<file path="src/rtl/dphy_hs_tx.sv">
// MIPI D-PHY high-speed transmit sequencer.
// Walks the LP-11 -> LP-01 -> LP-00 -> HS-zero -> sync -> data -> trail -> LP-11
// handshake for one packet at a time. Packet words are sliced into per-lane bytes.
// All outputs are registered.
module dphy_hs_tx #(
  parameter int DATA_LANES   = 2,
  parameter int T_LPX        = 2,
  parameter int T_HS_PREPARE = 2,
  parameter int T_HS_ZERO    = 6,
  parameter int T_HS_TRAIL   = 3,
  parameter int T_HS_EXIT    = 4
) (
  input  logic                    clk_i,
  input  logic                    srst_n_i,
  input  logic [31:0]             data_i,
  input  logic                    valid_i,
  input  logic                    eop_i,
  output logic                    ready_o,
  output logic [DATA_LANES*8-1:0] hs_data_o,
  output logic                    hs_en_o,
  output logic [DATA_LANES-1:0]   lp_p_o,
  output logic [DATA_LANES-1:0]   lp_n_o,
  output logic                    underflow_o
);

  localparam int BEATS = 4 / DATA_LANES;
  localparam int LW    = DATA_LANES * 8;
  localparam int BW    = (BEATS > 1) ? $clog2(BEATS) : 1;

  localparam logic [BW-1:0] LAST_BEAT  = BW'(BEATS - 1);
  localparam logic [7:0]    LPX_LOAD   = 8'(T_LPX - 1);
  localparam logic [7:0]    PREP_LOAD  = 8'(T_HS_PREPARE - 1);
  localparam logic [7:0]    ZERO_LOAD  = 8'(T_HS_ZERO - 1);
  localparam logic [7:0]    TRAIL_LOAD = 8'(T_HS_TRAIL - 1);
  localparam logic [7:0]    EXIT_LOAD  = 8'(T_HS_EXIT - 1);

  typedef enum logic [2:0] {
    IDLE      = 3'd0,
    LP_RQST   = 3'd1,
    LP_BRIDGE = 3'd2,
    HS_ZERO   = 3'd3,
    HS_SYNC   = 3'd4,
    HS_DATA   = 3'd5,
    HS_TRAIL  = 3'd6,
    HS_EXIT   = 3'd7
  } state_t;

  state_t          state_r;
  logic [7:0]      cnt_r;
  logic [BW-1:0]   beat_r;
  logic [31:0]     word_r;
  logic            eop_r;
  logic [BW-1:0]   next_beat_s;

  // Lane bytes for beat k of a word: beat k carries bytes k*DATA_LANES .. k*DATA_LANES+DATA_LANES-1.
  function automatic logic [LW-1:0] beat_bytes(input logic [31:0] w, input logic [BW-1:0] k);
    return LW'(w >> (32'(k) * 32'(LW)));
  endfunction

  // Trail pattern: each lane holds the inverse of the final bit it sent (bit 7 of its last byte).
  function automatic logic [LW-1:0] trail_bytes(input logic [LW-1:0] last);
    logic [LW-1:0] t;
    t = '0;
    for (int i = 0; i < DATA_LANES; i++) begin
      t[i*8 +: 8] = {8{~last[i*8+7]}};
    end
    return t;
  endfunction

  assign next_beat_s = beat_r + BW'(1);

  // Sequencer: state, duration counter, word buffer and all registered outputs.
  always_ff @(posedge clk_i) begin
    if (!srst_n_i) begin
      state_r     <= IDLE;
      cnt_r       <= 8'd0;
      beat_r      <= '0;
      word_r      <= 32'd0;
      eop_r       <= 1'b0;
      ready_o     <= 1'b0;
      hs_en_o     <= 1'b0;
      hs_data_o   <= '0;
      lp_p_o      <= '1;
      lp_n_o      <= '1;
      underflow_o <= 1'b0;
    end else begin
      underflow_o <= 1'b0;
      case (state_r)
        IDLE: begin
          if (valid_i) begin
            state_r <= LP_RQST;
            cnt_r   <= LPX_LOAD;
            lp_p_o  <= '0;
            lp_n_o  <= '1;
          end else begin
            cnt_r   <= 8'd0;
          end
        end
        LP_RQST: begin
          if (cnt_r == 8'd0) begin
            state_r <= LP_BRIDGE;
            cnt_r   <= PREP_LOAD;
            lp_n_o  <= '0;
          end else begin
            cnt_r   <= cnt_r - 8'd1;
          end
        end
        LP_BRIDGE: begin
          if (cnt_r == 8'd0) begin
            state_r   <= HS_ZERO;
            cnt_r     <= ZERO_LOAD;
            hs_en_o   <= 1'b1;
            hs_data_o <= '0;
          end else begin
            cnt_r     <= cnt_r - 8'd1;
          end
        end
        HS_ZERO: begin
          if (cnt_r == 8'd0) begin
            state_r   <= HS_SYNC;
            hs_data_o <= {DATA_LANES{8'hB8}};
            ready_o   <= 1'b1;
          end else begin
            cnt_r     <= cnt_r - 8'd1;
          end
        end
        HS_SYNC, HS_DATA: begin
          if (state_r == HS_DATA && beat_r != LAST_BEAT) begin
            // Mid-word: step to the next beat; offer ready only on the final beat of a non-eop word.
            beat_r    <= next_beat_s;
            hs_data_o <= beat_bytes(word_r, next_beat_s);
            ready_o   <= (next_beat_s == LAST_BEAT) && !eop_r;
          end else if (state_r == HS_DATA && eop_r) begin
            state_r   <= HS_TRAIL;
            cnt_r     <= TRAIL_LOAD;
            ready_o   <= 1'b0;
            hs_data_o <= trail_bytes(hs_data_o);
          end else if (valid_i) begin
            // Word handed over this edge; its beat 0 goes out next cycle with no bubble.
            state_r   <= HS_DATA;
            word_r    <= data_i;
            eop_r     <= eop_i;
            beat_r    <= '0;
            hs_data_o <= data_i[LW-1:0];
            ready_o   <= (LAST_BEAT == BW'(0)) && !eop_i;
          end else begin
            // Starved mid-packet: truncate and close the burst.
            state_r     <= HS_TRAIL;
            cnt_r       <= TRAIL_LOAD;
            ready_o     <= 1'b0;
            underflow_o <= 1'b1;
            hs_data_o   <= trail_bytes(hs_data_o);
          end
        end
        HS_TRAIL: begin
          if (cnt_r == 8'd0) begin
            state_r   <= HS_EXIT;
            cnt_r     <= EXIT_LOAD;
            hs_en_o   <= 1'b0;
            hs_data_o <= '0;
            lp_p_o    <= '1;
            lp_n_o    <= '1;
          end else begin
            cnt_r     <= cnt_r - 8'd1;
          end
        end
        HS_EXIT: begin
          if (cnt_r == 8'd0) begin
            state_r <= IDLE;
          end else begin
            cnt_r   <= cnt_r - 8'd1;
          end
        end
        default: begin
          state_r   <= IDLE;
          cnt_r     <= 8'd0;
          ready_o   <= 1'b0;
          hs_en_o   <= 1'b0;
          hs_data_o <= '0;
          lp_p_o    <= '1;
          lp_n_o    <= '1;
        end
      endcase
    end
  end

endmodule

</file>
<file path="config.mk">
export PLATFORM = sky130hd
export DESIGN_NAME = dphy_hs_tx
export DESIGN_NICKNAME = d
export VERILOG_FILES = /design/src/rtl/dphy_hs_tx.sv
export SDC_FILE = /design/constraint.sdc
export NUM_CORES = 1
export LEC_CHECK = 0
export ABC_AREA = 1
export CORE_MARGIN = 10
export CORE_UTILIZATION = 52
export CTS_CLUSTER_SIZE = 8
export DETAILED_ROUTE_END_ITERATION = 7
export GPL_TIMING_DRIVEN = 0
export PLACE_DENSITY = 0.88
export SLEW_MARGIN = 25
export SYNTH_ARGS = -nofsm -noshare
export SYNTH_HDL_FRONTEND = slang
export SYNTH_SLANG_ARGS = --single-unit
</file>
<file path="constraint.sdc">
create_clock -name clk_i -period 1.9 [get_ports clk_i]
set_input_delay 0.38 -clock clk_i [delete_from_list [all_inputs] [get_ports clk_i]]
set_output_delay 0.38 -clock clk_i [all_outputs]
set_load 0.02 [all_outputs]
</file>
==> impl_metrics.json <==
{
  "run_status": "completed",
  "post_drt_wl_per_cell_um": 15.1,
  "timing.critical_path.from_type": "flip-flop",
  "netlist.top_cell.by_area": "dfxtp_1",
  "boundaryPins": 59,
  "grt_util_met1": 0.179,
  "combPwrFrac": 0.463,
  "delay_of_the_slowest_cell_on_the_worst_path_ps": 590,
  "path_delay_family": "buffers and inverters",
  "powerDensity_nw_per_um2": 1400,
  "gr-usage-met2": 0.336,
  "worstHoldEndpoint": "word_r[5]$_SDFFE_PN0P_",
  "groute.layer.met3.usage": 0.0546,
  "critical_path_cell_count": 2,
  "p_r_area_growth_vs_syn_pct": 30.0,
  "finalHoldViolCount": 0,
  "tritoncts": "done",
  "power.ir.vdd_worst_mv": 0.784,
  "grt_remaining_overflow": 0,
  "synth-seq-area-share": 0.393,
  "total_leakage_power_nw": 1.64,
  "synth.area.top_cells": "dfxtp_1, nand2_1, a21oi_1",
  "worst_r2r_start": "cnt_r[0]$_SDFFE_PN0P_",
  "cts.clk_slew.worst_paths_ps": 70,
  "final_layout_size_suffix_gt1_frac": 0.106,
  "avgSynthCellArea_um2": 6.74,
  "clock.fmax_ghz": 0.559,
  "setup_total_negative_slack_ps": 0,
  "synth_cell_type_count": 32,
  "post_detailed_route_drc_marker_count": 0,
  "cp.required_ps": 1520,
  "min_period_over_period": 0.941,
  "worstPathMaxFanout": 3,
  "crit-reg2reg-capture": "hs_data_o[2]$_SDFFE_PN0P_",
  "postRouteWirelength_um": 9070,
  "diodes": 0,
  "postSynthRegisterBits": 60,
  "busiest_layer": "met2",
  "routed-via-count": 3275,
  "p_sw_frac": 0.409,
  "die_height_um": 96.6,
  "cts_inserted_buffers": 9,
  "critPathCaptureType": "output port",
  "first_global_vias": 3242,
  "hold_path_startpoint": "word_r[5]$_SDFFE_PN0P_",
  "synth_edf_count": 0,
  "min_delay_path_depth": 2,
  "timing.final.crit_period_ps": 1790,
  "root_buffer_cell": "clkbuf_8",
  "tightestPinTransition_ps": 496,
  "synthesis.nets": 491,
  "cts.path.max_buffers": 2,
  "post-layout-total-power_mw": 5.54,
  "postRouteAntennaNets": 0,
  "synth_commonest_cells": "nand2_1, a21oi_1, dfxtp_1",
  "dpl.hpwl_um": 6680,
  "yosys.cell_count.top_type": "nand2_1",
  "proportion_of_synthesized_flip_flops_having_asynchronous_set_or_reset": 0,
  "post_synthesis_cell_area_um2": 3050,
  "timing.max_cap.violations": 0,
  "worst-r2r-cell-count": 12,
  "hp-class": "reg2reg",
  "cts-hold-fix-buffers": 0,
  "clkPwrFrac": 0.234,
  "seq_power_share": 0.302,
  "crit_slowest_cell": "clkdlybuf4s50_1",
  "setup_slack_ps": 113,
  "placementRows": 27,
  "first_pass_grt_wire_length_um": 14500,
  "fp.dieArea_um2": 9340,
  "type_of_the_worst_setup_path": "reg2out",
  "initial_antenna_violation_count": 0,
  "ys_dominant_reg_cell": "dfxtp_1",
  "timing.final.max_slew_violations": 0,
  "cts-htree-levels": 3,
  "grt_start_max_net_pins": 13,
  "area_share_of_the_largest_cell_type_after_synthesis": 0.393,
  "core_region_area_um2": 5610,
  "grt_usage": 0.184,
  "netlist_instances": 453,
  "dp_worst_setup_slack_ps": -249,
  "globalplace.congestion": 0.958,
  "synthesis_warnings": 0,
  "drt-initial-drc-count": 203,
  "nets": 562,
  "worstSkewPairLatency_ps": 350,
  "report.final.setup_viol": 0,
  "switching_power_summed_over_all_nets_mw": 2.27,
  "clock-skew-final_ps": 13.8,
  "worst-endpoint-arrival_ps": 1410,
  "total_internal_power_mw": 3.27,
  "worstSetupStartpoint": "lp_p_o[0]$_SDFFE_PN1P_",
  "dieWidth_um": 96.6,
  "numPortBuffers": 58,
  "reg2reg_setup_slack_ps": 130,
  "drtPass1Iterations": 5,
  "initial_core_util": 0.544,
  "route.detailed.vias_per_inst": 5.45,
  "cp.buffers_inverters": 2,
  "sequence_of_cells_on_the_critical_path": "buf_4 -> clkdlybuf4s50_1",
  "cts_num_sinks": 60,
  "max-slew-margin-rel": 0.669,
  "final_core_util": 0.708
}
[layout make-up]
class / instances / area [µm²]
clock inverters: 7 / 98.8
multi-input cells: 307 / 1480
well taps: 72 / 90.1
flip-flops and latches: 60 / 1200
plain buffers: 25 / 149
repair buffers: 60 / 596
fillers: 516 / 1640
inverters: 61 / 229
clock buffers: 9 / 124
[what timing repair did]
item	4_1_cts	5_1_grt
endpoints found under the setup margin	0	17
setup buffers	0	2
resized for setup	0	4
[layout by cell type, fill, tap and decap left out, drive strengths merged, types with 17 or more instances in the layout]
master / Yosys / routed
nand2: 101 / 101
dfxtp: 60 / 60
buf: 15 / 17
o21ai: 53 / 53
nand3: 17 / 17
a21oi: 70 / 70
nor2: 45 / 45
clkbuf: 10 / 19
inv: 60 / 61
clkdlybuf4s50: 0 / 58
[stage by stage]
stage               cells  hold WS (ps)  cell area [µm²]
floorplan             453           423             3050
global placement      583           431             3720
detailed placement    583           436             3720
CTS                   599           447             3950
global route          601           465             3970
finish                601           447             3970
[logic make-up after synthesis]
group / synth area share
and+or+nand+nor: 0.255
DFF: 0.393
AOI/OAI and AO/OA: 0.214
xor gates and xnor gates: 0.00574
buffers and inverters: 0.123
adders and majority gates: 0.00820
[worst max path at each step]
| stage | endpoint | slack [ps] |
|---|---|---|
| 2_1_floorplan | hs_data_o[0]$_SDFFE_PN0P_ | 340 |
| 3_3_place_gp | cnt_r[3]$_SDFFE_PN0P_ | -190 |
| 3_5_place_dp | cnt_r[3]$_SDFFE_PN0P_ | -250 |
| 4_1_cts | cnt_r[3]$_SDFFE_PN0P_ | 30 |
| 5_1_grt | hs_data_o[14]$_SDFFE_PN0P_ | -20 |
| 6_report | lp_p_o[1] | 110 |
[state kept, by name, indices dropped and copies added (netlist names)]
register and cells:
beat_r 1, cnt_r 8, eop_r 1, hs_data_o 16
hs_en_o 1, lp_n_o 1, lp_p_o 1, ready_o 1
state_r 3, underflow_o 1, word_r 26
[power by group through the flow]
stage               logic [mW]  clock network (mW)  registers [mW]
finish                    2.57                1.30            1.68
global route              2.87                1.36            1.70
CTS                       2.40                1.30            1.67
detailed placement        2.38                   0            1.70
global placement          2.31                   0            1.69
floorplan                 1.60                   0            1.78
[worst reg2reg max path, delay by kind of cell, from the launching register on]
kind | cells | cell delay (ps)
buf+inv | 3 | 340
compound gates | 1 | 50
flops | 1 | 350
simple gates | 7 | 710
fa+ha+maj | 1 | 200
[layer usage]
metal  vias up  share of wire
met2       120           0.51
met1      1541           0.39
met5         -              0
li1       1590              -
met4         0          0.032
met3        24          0.067
Power figures use the tool's default switching activity.
==> RTL edit 1: new RTL, same settings <==
Put one more register stage on the output `underflow_o`, with the module's reset. The value now appears one clock later. The other outputs are not delayed to match.
--- a/src/rtl/dphy_hs_tx.sv
+++ b/src/rtl/dphy_hs_tx.sv
@@ -47,2 +47,4 @@
 
+  logic underflow_s0;
+
   state_t          state_r;
@@ -84,5 +86,5 @@
       lp_n_o      <= '1;
-      underflow_o <= 1'b0;
+      underflow_s0 <= 1'b0;
     end else begin
-      underflow_o <= 1'b0;
+      underflow_s0 <= 1'b0;
       case (state_r)
@@ -150,3 +152,3 @@
             ready_o     <= 1'b0;
-            underflow_o <= 1'b1;
+            underflow_s0 <= 1'b1;
             hs_data_o   <= trail_bytes(hs_data_o);
@@ -186,2 +188,10 @@
 
+  always_ff @(posedge clk_i) begin
+    if (!srst_n_i) begin
+      underflow_o <= '0;
+    end else begin
+      underflow_o <= underflow_s0;
+    end
+  end
+
 endmodule
Formal check against the unedited RTL: same outputs for any inputs over 10 cycles, from zero or initial values and one cycle with srst_n_i low; that may be too few to reach the edited logic, so the function may still have changed.
==> RTL edit 1 against the unedited design <==
  * Power increased by 5.3%
  * Sequential cell count shrank 1
  * Worst hold slack got worse by 0.036 ns
  * Die area rose by 0.20%
  * Area after synthesis is 0.25% higher
  * Clock skew up 0.0047 ns
  * Design area decreased by 0.32%
  * Wire length decreased by 3.5%
  * Synthesized cell count down 1.1%
  * Non-clock buffer count grew 1
  * Critical path depth increased by 8
  * Combinational power is 18% higher
  * Worst setup slack worse by 0.016 ns
==> RTL edit 1: results (changes against the unedited design) <==
The number of inserted filler cells in the final layout is 475 (was 516). The adder-cell area share of the yosys netlist is 0.818% (was 0.820%). The xor/xnor share of the synthesized area is 0.572% (was 0.574%). The worst hold endpoint is underflow_o$_SDFF_PN0_ (was word_r[5]$_SDFFE_PN0P_). The pin slew with the least headroom to its limit came out at 0.503 ns (was 0.496 ns). The mean post-synth cell area is 6.83 um^2 (was 6.74 um^2). The worst endpoint data arrival time is 2.08 ns (was 1.41 ns). The all-layer global routing usage is 17.6% (was 18.4%). The total placed cells including tap cells is 578 (was 583). The final hold slack came out at 0.412 ns (was 0.447 ns). The final cell count without fillers is 595 (was 601).

The compound-cell area share of the yosys netlist came out at 19.9% (was 21.4%). The reg-to-reg endpoint is cnt_r[7]$_SDFFE_PN0P_ (was hs_data_o[2]$_SDFFE_PN0P_). The worst slack at placement came out at -0.229 ns (was -0.249 ns).

Status: completed (unchanged). The share of cell area taken by flip-flops and latches came out at 29.8% (was 30.3%). The total half-perimeter wirelength after legalization and detailed placement came out at 6.32 mm (was 6.68 mm).

The fraction of the core area covered by cells at the end of the flow is 70.6% (was 70.8%). The type of destination of the critical path is a flop (was primary output). The initial DRC count is 243 (was 203). The number of storage elements in the synthesis netlist came out at 59 (was 60).

The largest incremental delay on the critical path came out at 0.33 ns (was 0.59 ns). The depth of the worst register-to-register path is 10 (was 12). The maximum fanout encountered on the critical timing path came to 5 (was 3). The number of unique standard cell types used by synthesis is 34 (was 32). The total of plain and repair buffers excluding clock buffers is 86 (was 85). The die width came out at 96.7 um (was 96.6 um).

The largest net degree at the start of global routing came out at 11 (was 13). The met1 track demand over resource in global routing is 20.1% (was 17.9%). The kind of cell adding the most delay to the critical path is simple AND/OR/NAND/NOR gates (was buffers and inverters). The weighted congestion at the end of routability-driven global placement is 0.934 (was 0.958).

The total placed instance area is 3730 um^2 (was 3720 um^2). The launch point of the worst hold path is underflow_s0$_SDFF_PP0_ (was word_r[5]$_SDFFE_PN0P_). The fraction of cell area in non-clock buffers was 19.9% (was 18.8%). The share of post-route cells with drive strength above 1 is 11.9% (was 10.6%). Top cells by area in the synthesized netlist: dfxtp_1 39%, nand2_1 12%, a21oi_1 9.5%, o21ai_0 7.0%, inv_1 6.6% (was dfxtp_1 39%, nand2_1 12%, a21oi_1 11%, o21ai_0 8.7%, inv_1 7.0%).

The routed length per placed instance was 14.7 um (was 15.1 um). The number of global-route vias before repair came out at 3048 (was 3242). The largest vdd supply drop is 0.00110 V (was 0.000784 V). The inverter count came to 60 (was 61). The post-synthesis sequential area ratio was 38.6% (was 39.3%).

The global routing usage on met2 came out at 29.0% (was 33.6%). The clock network area share came out at 4.90% (was 5.61%).
RTL edit 1: cell types whose count changed in the layout (fill, tap and decap cells not counted), moves of 3 or more:
cell | unedited run | this run
nand2_2 | 1 | 5
a21oi_1 | 69 | 58
buf_2 | 7 | 4
o21ai_0 | 53 | 43
inv_1 | 57 | 54
buf_6 | 4 | 8
o21ai_1 | 0 | 8
a31oi_1 | 1 | 4
RTL edit 1: where the power goes:
part / total (mW) / switching [mW] / internal (mW)
combinational: 3.04 / 1.83 / 1.21
sequential: 1.65 / 0.153 / 1.50
clock: 1.15 / 0.516 / 0.635
total: 5.84 / 2.50 / 3.34
RTL edit 1: routing by layer:
| metal | vias up | wire length, um |
|---|---|---|
| met3 | 24 | 881 |
| met1 | 1466 | 3530 |
| met2 | 176 | 4160 |
| met5 | - | 0 |
| met4 | 0 | 187 |
| li1 | 1563 | - |
RTL edit 1: timing repair:
action	4_1_cts	5_1_grt
gates resized for setup	0	4
setup endpoints to repair	0	16
setup buffers	0	1
==> RTL edit 2: new RTL, same settings <==
Without the edit above. Set the parameter `T_HS_ZERO` to 3 (it was 6).
--- a/src/rtl/dphy_hs_tx.sv
+++ b/src/rtl/dphy_hs_tx.sv
@@ -8,3 +8,3 @@
   parameter int T_HS_PREPARE = 2,
-  parameter int T_HS_ZERO    = 6,
+  parameter int T_HS_ZERO    = 3,
   parameter int T_HS_TRAIL   = 3,
Function: changed (Yosys sat finds a counterexample within 10 cycles, from zero or initial values and one cycle with srst_n_i low).
==> RTL edit 2 against the unedited design <==
  * Combinational power up 17%
  * Clock power shrank 11%
  * Sequential cell count decreased by 1
  * Sequential power up 4%
  * Design area is 0.95% lower
  * First-iteration DRC count up 66%
  * Wire length decreased by 2.9%
  * Worst hold slack worse by 0.0026 ns
  * Area after synthesis is 0.74% higher
  * Clock skew decreased by 0.0059 ns
  * Power grew 6.6%
  * Sequential share of layout area decreased by 0.22 points
  * Worst setup slack about the same
==> RTL edit 2: results (changes against the unedited design) <==
The total placed cells including tap cells is 590 (was 583). The number of I/O port buffers was 56 (was 58). The relative max-transition margin is 61.7% (was 66.9%). The share of post-route cells with drive strength above 1 came out at 9.19% (was 10.6%).

The number of global-route vias before repair is 3110 (was 3242). The depth of the worst register-to-register path is 10 (was 12). Status: completed (unchanged). The launch point of the worst hold path is word_r[7]$_SDFFE_PN0P_ (was word_r[5]$_SDFFE_PN0P_). The all-layer global routing usage is 17.9% (was 18.4%). The cell count after synthesis is 462 (was 453).

The reg-to-reg endpoint is hs_data_o[0]$_SDFFE_PN0P_ (was hs_data_o[2]$_SDFFE_PN0P_). The net count of the finished layout came to 567 (was 562). The cell-internal power is 3.36 mW (was 3.27 mW). The worst hold endpoint is word_r[7]$_SDFFE_PN0P_ (was word_r[5]$_SDFFE_PN0P_). The capture point of the critical path was lp_n_o[1] (was lp_p_o[1]). The largest vdd supply drop is 0.000690 V (was 0.000784 V). Largest registers: word_r: 25 flops, hs_data_o: 16 flops, cnt_r: 8 flops (was word_r: 26 flops, hs_data_o: 16 flops, cnt_r: 8 flops). The net count of the mapped netlist is 500 (was 491).

The total placed instance area came out at 3730 um^2 (was 3720 um^2). The largest net degree at the start of global routing came out at 11 (was 13). The final hold slack came out at 0.444 ns (was 0.447 ns). The total half-perimeter wirelength after legalization and detailed placement is 6.67 mm (was 6.68 mm).

The total vias in the final route is 3260 (was 3275). The met1 track demand over resource in global routing came out at 19.8% (was 17.9%). The weighted congestion at the end of routability-driven global placement is 0.984 (was 0.958). The initial DRC count is 337 (was 203). The global routing usage on met2 came out at 31.3% (was 33.6%). Most common library cells after synthesis: 103 x nand2_1, 69 x a21oi_1, 59 x dfxtp_1, 58 x inv_1, 46 x nor2_1 (was 98 x nand2_1, 69 x a21oi_1, 60 x dfxtp_1, 57 x inv_1, 53 x o21ai_0). The wire length of the first global-routing pass came to 14.3 mm (was 14.5 mm).

Top cells by area in the synthesized netlist: dfxtp_1 38%, nand2_1 13%, a21oi_1 11%, inv_1 7.1%, o21ai_0 6.3% (was dfxtp_1 39%, nand2_1 12%, a21oi_1 11%, o21ai_0 8.7%, inv_1 7.0%). The routed length per placed instance is 14.6 um (was 15.1 um). The cell area power density is 1500 nW/um^2 (was 1400 nW/um^2).

The leakage power of the design is 1.71 nW (was 1.64 nW).
[RTL edit 2: cells by family after synthesis]
| group | count (synthesis) | synth area share, % |
|---|---|---|
| flip-flops | 59 | 38.4 |
| AO/OA/AOI/OAI | 129 | 21.3 |
| AND/OR/NAND/NOR | 181 | 26.4 |
| buffers and inverters | 90 | 12.8 |
| adder cells (fa/ha/maj) | 2 | 0.814 |
| XOR/XNOR | 1 | 0.285 |
[RTL edit 2: final cells by class]
type,count,area [um^2]
multi-input cells,313,1510
repair buffers,56,561
well taps,72,90.1
clock inverters,2,35.0
fillers,516,1680
flip-flops and latches,59,1180
inverters,64,240
clock buffers,13,159
plain buffers,26,156
[RTL edit 2: tightest hold or removal path: cells and delay by family (launching register included)]
family / cells / cell delay (ns)
AOI/OAI and AO/OA: 1 / 0.05
buffers and inverters: 1 / 0.05
DFF: 1 / 0.31
[RTL edit 2: power groups by stage]
stage / clock [mW] / combinational (mW) / sequential (mW)
5_1_grt: 1.20 / 3.34 / 1.78
3_3_place_gp: 0 / 2.89 / 1.75
3_5_place_dp: 0 / 2.95 / 1.76
2_1_floorplan: 0 / 1.90 / 1.92
4_1_cts: 1.17 / 2.98 / 1.74
6_report: 1.16 / 3.01 / 1.74
[RTL edit 2: per-layer routing]
| metal | part of all wire (%) | up-vias | wire length (um) |
|---|---|---|---|
| li1 | - | 1611 | - |
| met1 | 41 | 1489 | 3620 |
| met2 | 50 | 139 | 4430 |
| met3 | 6.6 | 21 | 578 |
| met4 | 2.0 | 0 | 177 |
| met5 | 0 | - | 0 |
[RTL edit 2: metrics by stage]
step                      setup WS, ns  utilization (%)
after floorplan                  0.409                -
after global placement           0.109             66.4
after detailed placement        0.0485             66.4
after CTS                       0.0334             69.9
after global routing          0.000222             70.1
final                            0.113             70.1
